<file path="src/rtl/moving_average_window.sv">
// Boxcar moving-average filter: registered mean of the last DEPTH accepted samples.
// Optional build macro MOVING_AVERAGE_ROUND_EN selects round-half-up instead of truncation.
module moving_average_window #(
  parameter int unsigned DATA_W     = 8,
  parameter int unsigned LOG2_DEPTH = 2
) (
  input  logic                  clk,
  input  logic                  rst_n,
  input  logic                  ena,
  input  logic                  clear,
  input  logic                  in_valid,
  input  logic [DATA_W-1:0]     in_data,
  output logic [DATA_W-1:0]     avg_out,
  output logic                  out_valid,
  output logic                  filled,
  output logic [LOG2_DEPTH:0]   fill_cnt
);

  localparam int unsigned DEPTH = 1 << LOG2_DEPTH;
  localparam int unsigned SUM_W = DATA_W + LOG2_DEPTH;
  localparam int unsigned CNT_W = LOG2_DEPTH + 1;

  logic [DATA_W-1:0]     win_q [DEPTH];
  logic [DATA_W-1:0]     win_d [DEPTH];
  logic [SUM_W-1:0]      sum_q, sum_d;
  logic [LOG2_DEPTH-1:0] ptr_q, ptr_d;
  logic [CNT_W-1:0]      fill_q, fill_d;
  logic                  pend_q, pend_d;
  logic [DATA_W-1:0]     avg_q, avg_d;
  logic                  ov_q, ov_d;

  logic                  accept;
  logic                  do_clear;
  logic [DATA_W-1:0]     avg_calc;

  assign accept   = ena & in_valid & ~clear;
  assign do_clear = ena & clear;

  // Mean of the running sum; divisor is always DEPTH
`ifdef MOVING_AVERAGE_ROUND_EN
  logic [SUM_W:0] round_sum;
  assign round_sum = {1'b0, sum_q} + (SUM_W+1)'(DEPTH / 2);
  assign avg_calc  = DATA_W'(round_sum >> LOG2_DEPTH);
`else
  assign avg_calc  = DATA_W'(sum_q >> LOG2_DEPTH);
`endif

  // Next-state: window update on accept, flush on clear, output stage one edge behind
  always_comb begin
    win_d  = win_q;
    sum_d  = sum_q;
    ptr_d  = ptr_q;
    fill_d = fill_q;
    pend_d = 1'b0;
    avg_d  = avg_q;
    ov_d   = 1'b0;

    // Output stage completes for a sample accepted last edge unless flushed
    if (pend_q && !do_clear) begin
      avg_d = avg_calc;
      ov_d  = 1'b1;
    end

    if (do_clear) begin
      for (int i = 0; i < int'(DEPTH); i++) win_d[i] = '0;
      sum_d  = '0;
      ptr_d  = '0;
      fill_d = '0;
    end else if (accept) begin
      // Sum always covers the evicted entry, so subtraction cannot underflow
      sum_d        = sum_q + SUM_W'(in_data) - SUM_W'(win_q[ptr_q]);
      win_d[ptr_q] = in_data;
      ptr_d        = ptr_q + LOG2_DEPTH'(1);
      if (fill_q != CNT_W'(DEPTH)) fill_d = fill_q + CNT_W'(1);
      pend_d       = 1'b1;
    end
  end

  // State registers with asynchronous active-low reset
  always_ff @(posedge clk or negedge rst_n) begin
    if (!rst_n) begin
      for (int i = 0; i < int'(DEPTH); i++) win_q[i] <= '0;
      sum_q  <= '0;
      ptr_q  <= '0;
      fill_q <= '0;
      pend_q <= 1'b0;
      avg_q  <= '0;
      ov_q   <= 1'b0;
    end else begin
      win_q  <= win_d;
      sum_q  <= sum_d;
      ptr_q  <= ptr_d;
      fill_q <= fill_d;
      pend_q <= pend_d;
      avg_q  <= avg_d;
      ov_q   <= ov_d;
    end
  end

  assign avg_out   = avg_q;
  assign out_valid = ov_q;
  assign fill_cnt  = fill_q;
  assign filled    = (fill_q == CNT_W'(DEPTH));

endmodule

</file>
<file path="config.mk">
export PLATFORM = sky130hd
export DESIGN_NAME = moving_average_window
export DESIGN_NICKNAME = d
export VERILOG_FILES = /design/src/rtl/moving_average_window.sv
export SDC_FILE = /design/constraint.sdc
export NUM_CORES = 1
export LEC_CHECK = 0
export ABC_CLOCK_PERIOD_IN_PS = 10100
export CAP_MARGIN = 5
export CELL_PAD_IN_SITES_DETAIL_PLACEMENT = 1
export CELL_PAD_IN_SITES_GLOBAL_PLACEMENT = 1
export CORE_UTILIZATION = 49
export DETAILED_ROUTE_END_ITERATION = 7
export PLACE_DENSITY = 0.85
export SYNTH_ARGS = -nofsm -noshare
export SYNTH_HDL_FRONTEND = slang
export SYNTH_SLANG_ARGS = --single-unit
export TNS_END_PERCENT = 30
</file>
<file path="constraint.sdc">
create_clock -name clk -period 10.1 [get_ports clk]
set_input_delay 1.01 -clock clk [delete_from_list [all_inputs] [get_ports clk]]
set_output_delay 1.01 -clock clk [all_outputs]
set_load 0.03 [all_outputs]
</file>
---- Word-level counts from Yosys, hierarchy flattened ----
Cells that the tools add are included.
operators by class
  add/subtract/negate cells ............... 4
  order comparisons ....................... 2
  equality and inequality tests ........... 2
  muxes and demuxes ....................... 18
  bitwise gates (word level) .............. 5
  reduce and logical (&&, ||, !) cells .... 6
operators with widths
  kind                                                                          count
  32-bit two-way mux                                                            2
  32-bit bitwise mux                                                            1
  8-bit two-way mux                                                             3
  10-bit two-way mux                                                            2
  8-bit binary-select mux with 2-bit select                                     1
  8-bit demux with 2-bit select                                                 1
  10-bit by 8-bit adder with 10-bit output                                      1
  10-bit by 8-bit subtractor with 10-bit output                                 1
  3-bit two-way mux                                                             3
  2-bit two-way mux                                                             2
  2-bit nonzero test                                                            2
  3-bit by 1-bit adder with 3-bit output, second input constant                 1
  1-bit AND                                                                     3
  3-bit equality test, second input constant                                    1
  3-bit greater-or-equal comparator, second input constant                      1
  3-bit by 1-bit less-than comparator with 1-bit output, second input constant  1
  1-bit two-way mux                                                             3
  3-bit != test, second input constant                                          1
  2-bit NOT with 3-bit output                                                   1
  2-bit by 1-bit adder with 2-bit output, second input constant                 1
  1-bit logical AND                                                             2
  2-bit AND reduction                                                           1
  1-bit zero test                                                               1
  1-bit NOT                                                                     1
word-level totals
  register bits after elaboration ......... 57
  bits of input ports ..................... 13
  output and inout bits ................... 13
  word-level logic and storage cells ...... 47

---- Longest topological paths before layout ----
Gate-level depths: netlist of the first run.
  word-level depth ........................ 8
  depth in mapped cells ................... 12
  mapped depth without buffers ............ 11

---- Worst setup path before layout of the first run ----
OpenSTA, ideal clock, no wires.
  kind .................................... reg-to-reg
  start point ............................. reg ptr_q[0]
  end point ............................... reg sum_q[8]
  setup time .............................. 134 ps
  data arrival time ....................... 3059 ps
  path slack .............................. 6907 ps
  cell stages (with the launch flop) ...... 12
  period minus slack after synthesis ...... 3193 ps
  cell sequence ........................... dfrtp_1 > buf_2 > mux4_2 > fa_1 > inv_1 > fa_1 > a21o_1 > a31oi_1 > a21oi_1 > a21oi_1 > xor2_1 > o21ai_0
between the ends
  cells in the longest elaborated chain, start to end .. 7
ends and longest elaborated chain
  item                                                  RTL line  RTL
  from (decl)                                           26        logic [LOG2_DEPTH-1:0] ptr_q, ptr_d;
  from (signal assigned)                                92        ptr_q <= ptr_d;
  2-bit NOT with 3-bit output (not written as such)     71        sum_d = sum_q + SUM_W'(in_data) - SUM_W'(win_q[ptr_q]);
  8-bit binary-select mux with 2-bit select             71
  8-bit two-way mux (not written as such) (2 in a row)  71
  10-bit by 8-bit subtractor with 10-bit output         71
  10-bit two-way mux                                    69        end else if (accept) begin
  10-bit two-way mux                                    64        if (do_clear) begin
  to (signal assigned)                                  91        sum_q <= sum_d;
  to (decl)                                             25        logic [SUM_W-1:0] sum_q, sum_d;
No other way between the ends. The select of a mux whose other input is x is not followed.
A chain may end at the register's enable or synchronous reset.

---- Worst setup path in the final report of the first run ----
Same ends and word-level chain as after synthesis.

==> reports/qor.csv, run 1 <==
metric,value,unit
max_freq,267.8,MHz
crit_arrival,3.92,ns
cts_root_buf,clkbuf_8,
ys_ff_latch,57,
fin_util,0.5974,
synth_seq_area_share,0.4533,
tightestPinTransition,0.7536,ns
p_leak,1.773,nW
netlist_area,0.003147,sq mm
ant_nets,0,
clkTransAtPathRegs,0.06,ns
htreeDepth,3,
die-area,0.006746,sq mm
route.vias.total,2362,
grt_max_degree,58,
setup.worst_path.end_class,register,
wl,7456,microns
fillers,705,
rsz0062_at_grt,false,
synth_top_area_share,0.4533,
cp-start-kind,register,
clock_path_buffers,2,
grt_antenna_before_repair,0,
clock_latency,0.34,ns
port_buffers,25,
crit_required,10.29,ns
gp_congestion,0.8304,
cts.repair.resized,0,
initial_utilization,0.5192,
reg2reg_slack,6.37,ns
slew_headroom,0.4962,
core,0.006061,sq mm
yosysWarningCount,0,
first_iter_violations,95,
clock_skew,0.01070,ns
diodes,0,
syn_nets,357,
layout-drive-gt1-share,0.1143,
crit_type,register to register,
async_flop_share,1.000,
cp_max_fo,13,
overflow,0,
p_per_area,255.0,mW/mm^2
setup_violations,0,
io_pins,26,
wl_per_cell,17.54,microns
synth_edf_count,0,
area_growth,15.07,%
viasPerCell,5.558,
irDropWorstVdd,0.0001460,V
hold_buffers,0,
cap_violations,0,
die_h,82.14,microns
num_rows,28,
ys.flop_type,dfrtp_1,
cts_sinks,57,
grt_pass1_vias,2569,
finalHoldViolCount,0,
outcome,"finished, final reports clean",
post_cts_buffers,0,
dp_hpwl,5330,microns
cts_tree,done,
yosysTopAreaCell,dfrtp_1,
tns,0,ns
grt.total_usage,0.2513,
hold_path.class,register to register,
nets,382,
layout_min_cycle_time,3.734,ns
timing.final.crit_share,0.3697,
synth_cells,320,
numCtsBuffers,9,
drc,0,
report.final.slew_viol_count,0,
firstDrtPassIters,4,
grt_pass1_wl,12280,microns
yosys.cell_types.count,39,
ys_top_cells_by_area,"dfrtp_1 45%, nor2_1 7.6%, ha_1 6.4%, a21oi_1 5.7%, mux4_2 5.7%",
avgSynthCellArea,9.834,sq um
chipWidth,82.14,microns
routing by layer:
metal,vias up,global-route usage,part of all wire
met4,0,0.09649,0.019
met3,17,0.03846,0.022
li1,1107,-,-
met2,34,0.4430,0.52
met5,-,0,0
met1,1204,0.3084,0.44
logic make-up (layout without fill, tap and decap cells):
| logic type | count (synthesis) | after routing | share of synthesized area |
|---|---|---|---|
| and+or+nand+nor | 97 | 97 | 0.1304 |
| AOI/OAI and AO/OA | 62 | 62 | 0.1153 |
| DFF | 57 | 57 | 0.4533 |
| buffers and inverters | 51 | 81 | 0.06242 |
| adders and majority gates | 24 | 24 | 0.1145 |
| muxes | 21 | 21 | 0.1018 |
| xor gates and xnor gates | 8 | 8 | 0.02227 |
critical path: stages, from the launching register on:
cell and delay [ns]:
dfrtp_1 0.80, mux4_2 0.61, fa_1 0.49, inv_1 0.07, fa_1 0.46, a21o_1 0.21, a31oi_1 0.32, a21oi_1 0.15
a21oi_1 0.21, xor2_1 0.16, o21ai_0 0.09
worst paths after layout:
path,from,end,cells after the start
min,avg_out[1],avg_out[1],1
max,ptr_q[0],sum_q[8],10
max reg2reg,ptr_q[0],sum_q[8],10
max in group asynchronous,rst_n,fill_cnt[2],2
min in group asynchronous,rst_n,sum_q[7],2
min reg2reg,avg_out[1],avg_out[1],1
stage by stage:
stage | instance area (sq um) | cells | total power [mW] | setup slack (ns) | hold WS, ns
finish | 3621 | 425 | 0.9233 | 6.366 | 0.5078
global route | 3621 | 425 | 0.9922 | 6.137 | 0.5315
CTS | 3621 | 425 | 0.9302 | 6.349 | 0.5142
detailed placement | 3447 | 409 | 0.7361 | 6.207 | 0.5015
global placement | 3447 | 409 | 0.7092 | 6.374 | 0.4887
floorplan | 3147 | 320 | 0.6091 | 6.907 | 0.4750
sequential cells by signal (all words and copies together), names as in the netlist:
signal     count
avg_out        8
fill_cnt       3
out_valid      1
pend_q         1
ptr_q          2
sum_q         10
win_q         32
synth_stat cells (2+ instances only):
library cell,n
nor2_1,64
dfrtp_1,57
inv_1,37
a21oi_1,36
ha_1,16
nand3_1,11
nand2_1,9
o21ai_0,9
clkbuf_1,8
fa_1,8
mux2_2,8
mux4_2,8
mux2i_1,5
xor2_1,5
and2_1,4
buf_2,4
o31ai_1,3
xnor2_1,3
a21o_1,2
nor3_1,2
o21ai_1,2
or2_1,2
placed cells by master, fill, tap and decap left out, types with 2 or more instances in the layout:
cell,instances
mux2_2,8
nand2_1,9
fa_1,8
a21o_1,2
o21ai_0,9
a21oi_1,36
or2_1,2
mux4_2,8
ha_1,16
nor3_1,2
xor2_1,5
clkdlybuf4s50_1,24
buf_4,2
clkinv_2,3
and2_1,4
nor2_1,64
inv_1,37
xnor2_1,3
mux2i_1,5
clkbuf_1,2
dfrtp_1,57
o31ai_1,3
o21ai_1,2
clkbuf_8,11
nand3_1,11
layout make-up:
| cell class | instances | area, sq um | share of cell area |
|---|---|---|---|
| Tap cell | 75 | 93.84 | 0.02592 |
| Sequential cell | 57 | 1426 | 0.3939 |
| Inverter | 38 | 142.6 | 0.03939 |
| Clock inverter | 3 | 15.01 | 0.004147 |
| Multi-Input combinational cell | 212 | 1524 | 0.4209 |
| Clock buffer | 13 | 158.9 | 0.04388 |
| Timing Repair Buffer | 27 | 260.3 | 0.07187 |
power breakdown:
group / switching [mW] / internal, mW
registers: 0.0378 / 0.274
clock network: 0.0878 / 0.101
logic: 0.241 / 0.182
total: 0.366 / 0.557
No activity file was read; power rests on OpenSTA's default activity.
==> inputs of run 2 (changes only) <==
--- a/config.mk
+++ b/config.mk
@@ -5,13 +5,13 @@
 export SDC_FILE = /design/constraint.sdc
 export NUM_CORES = 1
 export LEC_CHECK = 0
-export ABC_CLOCK_PERIOD_IN_PS = 10100
+export ABC_CLOCK_PERIOD_IN_PS = 3500
 export CAP_MARGIN = 5
 export CELL_PAD_IN_SITES_DETAIL_PLACEMENT = 1
 export CELL_PAD_IN_SITES_GLOBAL_PLACEMENT = 1
-export CORE_UTILIZATION = 49
+export CORE_UTILIZATION = 45
 export DETAILED_ROUTE_END_ITERATION = 7
-export PLACE_DENSITY = 0.85
+export PLACE_DENSITY = 0.79
 export SYNTH_ARGS = -nofsm -noshare
 export SYNTH_HDL_FRONTEND = slang
 export SYNTH_SLANG_ARGS = --single-unit
==> constraint.sdc (replaced) <==
create_clock -name clk -period 3.5 [get_ports clk]
set_input_delay 0.35 -clock clk [delete_from_list [all_inputs] [get_ports clk]]
set_output_delay 0.35 -clock clk [all_outputs]
set_load 0.03 [all_outputs]
==> reports/qor.csv, run 2 (synthesized netlist as in run 1, its figures left out) <==
metric,value,unit,change
final_common_cell,nor2_1,,
port_buffers,25,,unchanged
num_rows,30,,+7.1%
layout-drive-gt1-share,0.1171,,+0.002857
grt_antenna_before_repair,0,,unchanged
timing.final.crit_share,0.9199,,+0.5501
p_comb_frac,0.470,,+0.012
grt_pass1_vias,2559,,-0.39%
critPathMostFrequentCell,a21oi_1,,
final_cell_mix,"64 x nor2_1, 56 x dfrtp_1, 37 x inv_1, 36 x a21oi_1, 24 x clkdlybuf4s50_1",,
drc,0,,unchanged
switching_share,0.3925,,-0.004173
nets,384,,+0.52%
p_per_area,732.2,mW/mm^2,+190%
area_growth,15.63,%,
max_freq,310.6,MHz,+16%
cts_sinks,57,,unchanged
rsz0062_at_grt,false,,
critical_path.max_stage_delay,0.53,ns,-0.27 ns
layout_min_cycle_time,3.220,ns,-0.5148 ns
tns,0,ns,unchanged
crit_path_top_delay_cell,mux4_2,,
die-area,0.007332,sq mm,+8.7%
tightestPinTransition,0.7853,ns,+0.03168 ns
htreeDepth,3,,unchanged
chipWidth,85.63,microns,+4.2%
setup.worst_path.end_class,register,,
firstDrtPassIters,5,,+1
largest-register,win_q,,
outcome,"finished, final reports clean",,
cts_root_buf,clkbuf_8,,
numCtsBuffers,9,,unchanged
crit_required,3.70,ns,-6.59 ns
overflow,0,,unchanged
path_buf_inv,2,,+1
setup_violations,0,,unchanged
p_int,1.618,mW,+190%
clock_latency,0.34,ns,about the same
largest_reg_flops,32,,unchanged
wl,7144,microns,-4.2%
report.final.slew_viol_count,0,,unchanged
p_sw,1.046,mW,+190%
cts_tree,done,,
diodes,0,,unchanged
hold_buffers,0,,unchanged
clock_path_buffers,2,,unchanged
clkTransAtPathRegs,0.06,ns,about the same
finalHoldViolCount,0,,unchanged
crit_type,register to register,,
crit_chain,buf_4 -> mux4_2 -> fa_1 -> inv_1 -> ha_1 -> a21o_1 -> a31oi_2 -> a21oi_1 -> a21oi_1 -> xor2_1 -> o21ai_0,,
wl_per_cell,16.61,microns,-5.3%
die_h,85.63,microns,+4.2%
initial_utilization,0.4657,,-0.05346
io_pins,26,,unchanged
finalPower,2.664,mW,+190%
crit_arrival,3.42,ns,-0.50 ns
grt_pass1_wl,12590,microns,+2.5%
post_cts_buffers,0,,unchanged
cp-start-kind,register,,
cap_violations,0,,unchanged
core,0.006756,sq mm,+11%
p_leak,1.772,nW,about the same
hold_path.class,primary input to async pin,,
cp_max_fo,8,,-5
grt.total_usage,0.2230,,-0.02834
irDropWorstVdd,0.0003273,V,+120%
grt_max_degree,35,,-40%
route.vias.total,2370,,+0.34%
dp_hpwl,5262,microns,-1.3%
viasPerCell,5.512,,-0.83%
clock_skew,0.005378,ns,-0.005327 ns
ant_nets,0,,unchanged
seqPwrFrac,0.330,,-0.007
cts.repair.resized,0,,unchanged
slew_headroom,0.4765,,-0.01972
clockPowerShare,0.200,,-0.005
gp_congestion,0.7926,,-4.6%
cp_top_family,adder cells,,
first_iter_violations,43,,-55%
## run 2: cell count changes in the layout (fill, tap and decap cells not counted), sizes merged
cell | before | now
buf | 3 | 5
clkbuf | 13 | 14
clkinv | 3 | 0
## run 2: worst reg2reg max path, cell delays in order, from the launching register on
cell	delay, ns
dfrtp_2	0.44
buf_4	0.22
mux4_2	0.53
fa_1	0.50
inv_1	0.04
ha_1	0.35
a21o_1	0.21
a31oi_2	0.26
a21oi_1	0.11
a21oi_1	0.19
xor2_1	0.15
o21ai_0	0.08
## run 2: power by group through the flow
stage	Clock, mW	Combinational [mW]	Sequential, mW
floorplan	0	0.786	0.971
global placement	0	1.17	0.880
detailed placement	0	1.22	0.893
CTS	0.546	1.25	0.882
global route	0.572	1.40	0.896
finish	0.533	1.25	0.880
## run 2: worst paths after layout
kind	slack, ns	end	cells past startpoint	startpoint
max	0.28	sum_q[8]	11	ptr_q[0]
min	0.09	sum_q[1]	1	rst_n
max reg2reg	0.28	sum_q[8]	11	ptr_q[0]
min reg2reg	0.51	avg_out[6]	1	avg_out[6]
max in group asynchronous	2.62	avg_out[3]	2	rst_n
min in group clk	0.51	avg_out[6]	1	avg_out[6]
## run 2: area by class of cell
cell class	instances	area [sq um]
Inverter	38	142.6
Sequential cell	57	1428
Multi-Input combinational cell	212	1530
Fill cell	769	3118
Timing Repair Buffer	29	275.3
Clock buffer	14	162.7
Tap cell	80	100.1
## run 2: metrics by stage
stage	cell area, sq um	setup slack [ns]	hold WS (ns)	util	std cells
final	3638	0.2804	0.08519	0.5385	430
after global routing	3638	0.02220	0.1572	0.5385	430
after global placement	3468	0.2922	0.4648	0.5133	416
after floorplan	3147	0.3071	0.05441	-	320
after detailed placement	3468	0.2346	0.4642	0.5133	416
after CTS	3631	0.1422	0.1053	0.5374	430
## run 2: layer usage
layer	wire [microns]	global-route usage	vias up
met5	0	0	-
met4	139	0.08788	0
met3	275	0.04716	15
met2	3539	0.3687	45
met1	3190	0.2882	1200
li1	-	-	1110
